[config.mk]
export PLATFORM = sky130hd
export DESIGN_NAME = conv_window_sequencer
export DESIGN_NICKNAME = d
export VERILOG_FILES = /design/src/rtl/conv_window_sequencer.sv
export SDC_FILE = /design/constraint.sdc
export NUM_CORES = 1
export LEC_CHECK = 0
export CELL_PAD_IN_SITES_DETAIL_PLACEMENT = 1
export CELL_PAD_IN_SITES_GLOBAL_PLACEMENT = 2
export CORE_ASPECT_RATIO = 0.7
export CORE_MARGIN = 2
export CORE_UTILIZATION = 35
export DETAILED_ROUTE_END_ITERATION = 10
export PLACE_DENSITY = 0.93
export SLEW_MARGIN = 5
export SYNTH_ARGS = -nofsm -noshare
export SYNTH_HDL_FRONTEND = slang
export SYNTH_SLANG_ARGS = --single-unit
export TNS_END_PERCENT = 50
[constraint.sdc]
create_clock -name clk -period 6.8 [get_ports clk]
set_input_delay 2.04 -clock clk [delete_from_list [all_inputs] [get_ports clk]]
set_output_delay 2.04 -clock clk [all_outputs]
set_load 0.05 [all_outputs]
[src/rtl/conv_window_sequencer.sv]
// Gathers 3x3 windows from a single-port pixel RAM, drives the Laplacian unit and
// streams one signed result per window position into the output RAM.
module conv_window_sequencer #(
  parameter int IMG_W    = 8,
  parameter int IMG_H    = 8,
  parameter int AW       = 16,
  parameter int CONV_LAT = 2
) (
  input  logic          clk,
  input  logic          rst_n,
  input  logic          start,
  output logic          busy,
  output logic          done,
  output logic          rd_en,
  output logic [AW-1:0] rd_addr,
  input  logic [7:0]    rd_data,
  output logic [71:0]   win_px,
  output logic          conv_en,
  input  logic [7:0]    conv_result,
  output logic          wr_en,
  output logic [AW-1:0] wr_addr,
  output logic [7:0]    wr_data,
  input  logic          wr_ready
);

  localparam int            LW         = (CONV_LAT > 1) ? $clog2(CONV_LAT) : 1;
  localparam logic [LW-1:0] LAT_LAST   = LW'(CONV_LAT - 1);
  localparam logic [AW-1:0] C_LAST     = AW'(IMG_W - 3);
  localparam logic [AW-1:0] R_LAST     = AW'(IMG_H - 3);
  localparam logic [AW-1:0] PIX_STRIDE = AW'(IMG_W);
  localparam logic [AW-1:0] OUT_STRIDE = AW'(IMG_W - 2);

  typedef enum logic [2:0] {
    S_IDLE,
    S_FETCH,
    S_LAST,
    S_CONV,
    S_WRITE,
    S_FINISH
  } state_t;

  state_t        state;
  logic [AW-1:0] r, c;
  logic [3:0]    k;
  logic [1:0]    kr, kc;
  logic [LW-1:0] lat_cnt;

  logic [AW-1:0] next_r, next_c;
  logic [1:0]    next_kr, next_kc;
  logic          last_col, last_row;

  function automatic logic [AW-1:0] pix_addr(input logic [AW-1:0] row, input logic [AW-1:0] col);
    return row * PIX_STRIDE + col;
  endfunction

  // NOTE: every output of this block is assigned in each path, so no latch can be inferred.
  always_comb begin
    last_col = (c == C_LAST);
    last_row = (r == R_LAST);
    next_c   = last_col ? '0 : c + 1'b1;
    next_r   = last_col ? r + 1'b1 : r;
    next_kc  = (kc == 2'd2) ? 2'd0 : kc + 2'd1;
    next_kr  = (kc == 2'd2) ? kr + 2'd1 : kr;
  end

  // NOTE: non-blocking assignments only, so every branch reads the pre-edge register values.
  always_ff @(posedge clk) begin
    if (!rst_n) begin
      state   <= S_IDLE;
      r       <= '0;
      c       <= '0;
      k       <= '0;
      kr      <= '0;
      kc      <= '0;
      lat_cnt <= '0;
      busy    <= 1'b0;
      done    <= 1'b0;
      rd_en   <= 1'b0;
      conv_en <= 1'b0;
      wr_en   <= 1'b0;
      rd_addr <= '0;
      wr_addr <= '0;
      wr_data <= '0;
      win_px  <= '0;
    end else begin
      done <= 1'b0;
      unique case (state)
        S_IDLE: begin
          if (start) begin
            state   <= S_FETCH;
            busy    <= 1'b1;
            r       <= '0;
            c       <= '0;
            k       <= '0;
            kr      <= '0;
            kc      <= '0;
            rd_en   <= 1'b1;
            rd_addr <= '0;
          end
        end

        // Pixels arrive one cycle after their read and shift in from the top,
        // so after nine shifts the first pixel read sits in the in1 slot.
        S_FETCH: begin
          if (k != 4'd0) win_px <= {rd_data, win_px[71:8]};
          if (k == 4'd8) begin
            state <= S_LAST;
            rd_en <= 1'b0;
          end else begin
            k       <= k + 4'd1;
            kr      <= next_kr;
            kc      <= next_kc;
            rd_addr <= pix_addr(r + AW'(next_kr), c + AW'(next_kc));
          end
        end

        S_LAST: begin
          win_px  <= {rd_data, win_px[71:8]};
          state   <= S_CONV;
          conv_en <= 1'b1;
          lat_cnt <= '0;
        end

        // The result is valid during the last enabled cycle and is captured
        // on the edge that leaves CONV, before the unit sees enable drop.
        S_CONV: begin
          if (lat_cnt == LAT_LAST) begin
            state   <= S_WRITE;
            conv_en <= 1'b0;
            wr_en   <= 1'b1;
            wr_data <= conv_result;
            wr_addr <= r * OUT_STRIDE + c;
          end else begin
            lat_cnt <= lat_cnt + 1'b1;
          end
        end

        S_WRITE: begin
          if (wr_ready) begin
            wr_en <= 1'b0;
            if (last_col && last_row) begin
              state <= S_FINISH;
              done  <= 1'b1;
            end else begin
              state   <= S_FETCH;
              r       <= next_r;
              c       <= next_c;
              k       <= '0;
              kr      <= '0;
              kc      <= '0;
              rd_en   <= 1'b1;
              rd_addr <= pix_addr(next_r, next_c);
            end
          end
        end

        S_FINISH: begin
          busy  <= 1'b0;
          state <= S_IDLE;
        end

        default: state <= S_IDLE;
      endcase
    end
  end

endmodule

==> impl_metrics.ini <==
[run_status]
run_status = complete, no violations

[worst_setup_path]
worstRegToRegCells = 13
cp-startpoint = c[2]
crit-reg2reg-launch = c[2]
r2r_slack_ns = 2.32
worstPathMaxFanout = 16
r2r-end = rd_addr[14]
crit_end = rd_addr[14]
start_kind = register
setup.worst_path.end_class = register
critPathRequiredTime_ns = 7.09
worstSetupPathType = register to register
cp.arrival_ns = 4.77

[die]
dieWidth_um = 200
initial_utilization_pct = 35.4
rows = 50
die-area_um2 = 28200
core_area_um2 = 26600
ios = 137
die_h_um = 141

[yosys]
syn_avg_cell_area_um2 = 8.08
netlist_instances = 1165
yosys-top-cells-area = dfxtp_1 34%, nand2_1 9.2%, ha_1 8.9%
syn_nets = 1257
synth_edf_count = 0
yosys_warnings = 0
seq_area_frac_synth_pct = 34.3
async_flop_share_pct = 0
synth_top_cell_by_area = dfxtp_1
netlist-cell-type-count = 61
synth_top_area_share_pct = 34.3
syn-cell-area_um2 = 9410
synth_seq_cells = 161
ys.flop_type = dfxtp_1

[layout]
stdcell_area_um2 = 11600
nets = 1356
area_growth_pct = 23.0
diodes = 0
drive_gt1_share_pct = 3.76

[clocking]
clk_pin_slew_ns = 0.07
cts_max_level = 4
cts_setup_buffers = 0
cts_buffer_depth = 2
clock-sinks = 161
cts_buffers = 17
clockRootBuffer = clkbuf_16
clk_latency_ns = 0.44
cts_hold_buffers = 0
cts_resized = 0
cts_tree = built

[sta]
worstMarginPinSlew_ns = 1.10
max_slew_margin_pct = 26.8
tns_ns = 0
maxSlewViolCount = 0
final.period_utilization_pct = 65.9
finalHoldViolCount = 0
fin_skew_ns = 0.0104
period_minus_slack_ns = 4.48
fmax_mhz = 223
setup_violations = 0
rsz0062_at_grt = no

[pwr]
vdd_drop_max_v = 0.000182
p_leak_uw = 0.00436
p_per_area_nw_per_um2 = 192

[worst_hold_path]
min_path_type = register to register

[grt]
antenna_found_initial = 0
overflow = 0
gr-usage-all-layers_pct = 21.3
grt_pass1_vias = 8372
grt_pass1_wl_um = 47100
grt_max_degree = 120

[drt]
wl_per_cell_um = 18.1
dr.pass1.iters = 5
drtAntennaViolNets = 0
wl_um = 29600
dr_total_vias = 8590
drt-initial-drc-count = 465
avgViaCountPerCell = 5.24
drc_errors = 0

[flow_run]
drv_cap = 0

[place]
io_buffer_count = 136
hpwl_um = 21700
place_area_um2 = 11000
routabilityCongestion = 0.803
## cells in the final DEF, fill, tap and decap left out, types with 3 or more instances in the layout
master,instances
clkdlybuf4s50_1,135
a22oi_1,18
buf_4,9
nand2_1,230
and3_1,13
nand4b_1,3
xor2_1,28
o211ai_1,5
o311a_1,3
nand2b_1,10
and2_1,16
a211o_1,4
nor3_1,19
o21a_1,8
inv_1,34
clkinvlp_4,5
xnor2_1,55
a31oi_1,6
nand4_1,10
o221ai_1,6
o21ai_0,50
ha_1,67
a21boi_0,102
a211oi_1,6
dfxtp_1,161
nor2b_1,32
a21o_1,11
fa_1,5
nor2_1,59
nand3_1,34
or3_1,4
a21oi_1,53
nor4_1,3
clkbuf_16,17
o211a_1,7
## flip-flops by register name (all words and copies together), names as in the netlist, 3 cells and up
name,count
win_px,72
wr_addr,16
wr_data,8
rd_addr,16
k,4
c,16
state,3
r,16
## metal layers
layer | track usage (%) | wire length, um | part of all wire [%] | vias up
met5 | 0 | 0 | 0 | -
met4 | 4.29 | 261 | 0.88 | 0
met3 | 3.71 | 1410 | 4.8 | 23
met2 | 30.0 | 12000 | 41 | 194
met1 | 33.4 | 15900 | 54 | 4151
li1 | - | - | - | 4222
## critical path, cell delays in order (launching register included)
cell       delay [ns]
dfxtp_1          0.74
nor4bb_2         0.41
and4_1           0.39
and3_1           0.32
nand2_1          0.10
xnor2_1          0.31
ha_1             0.33
or2_2            0.31
o311a_1          0.15
a2111oi_0        0.65
a21oi_1          0.16
xor2_1           0.18
a22oi_1          0.18
a21oi_1          0.09
## synth_stat cells (3+ instances only)
library cell / instances
nand2_1: 230
dfxtp_1: 161
a21boi_0: 102
ha_1: 67
nor2_1: 59
xnor2_1: 55
a21oi_1: 54
clkbuf_1: 54
o21ai_0: 51
inv_1: 34
nand3_1: 34
nor2b_1: 32
xor2_1: 28
nor3_1: 19
a22oi_1: 18
and2_1: 16
and3_1: 13
a21o_1: 12
nand2b_1: 10
nand4_1: 10
o21a_1: 8
o211a_1: 7
a211oi_1: 6
a31oi_1: 6
o221ai_1: 6
fa_1: 5
o211ai_1: 5
a211o_1: 4
buf_2: 4
buf_4: 4
or3_1: 4
nand4b_1: 3
nor4_1: 3
o311a_1: 3
## through the flow
stage / utilization (%) / power (uW) / setup WS [ns] / std cells / hold WS (ns)
finish: 43.5 / 2230 / 2.32 / 1640 / 0.459
global route: 43.5 / 2320 / 2.04 / 1640 / 0.494
CTS: 43.5 / 2250 / 2.39 / 1640 / 0.464
detailed placement: 41.5 / 1320 / 2.21 / 1609 / 0.457
global placement: 41.5 / 1320 / 2.30 / 1609 / 0.450
floorplan: - / 1220 / 3.15 / 1165 / 0.478
## kinds of logic after synthesis
logic type	synth area share, %
flip-flops	34.3
buffers and inverters	4.20
adder cells (fa/ha/maj)	9.97
AO/OA/AOI/OAI	22.3
AND/OR/NAND/NOR	21.5
XOR/XNOR	7.73
## report_power, final
| part | leakage [uW] | total, uW | switching, uW | internal [uW] |
|---|---|---|---|---|
| Clock | 0.000252 | 933 | 429 | 503 |
| Combinational | 0.00281 | 306 | 215 | 91.2 |
| Sequential | 0.00130 | 990 | 20.9 | 969 |
## cell type report
class,count,area [um^2]
Clock inverter,12,113
Timing Repair Buffer,144,1420
Sequential cell,161,3220
Tap cell,364,455
Fill cell,3189,15000
Clock buffer,19,433
Inverter,34,128
Multi-Input combinational cell,906,5810
## worst min-delay path by stage
stage | cells past startpoint | endpoint | slack, ns | start
floorplan | 2 | lat_cnt | 0.48 | lat_cnt
global placement | 2 | wr_data[0] | 0.45 | wr_data[0]
detailed placement | 2 | wr_data[0] | 0.46 | wr_data[0]
CTS | 2 | wr_addr[4] | 0.46 | wr_addr[4]
global route | 2 | wr_addr[0] | 0.49 | wr_addr[0]
finish | 2 | wr_addr[4] | 0.46 | wr_addr[4]
No activity file was read; power rests on OpenSTA's default activity.
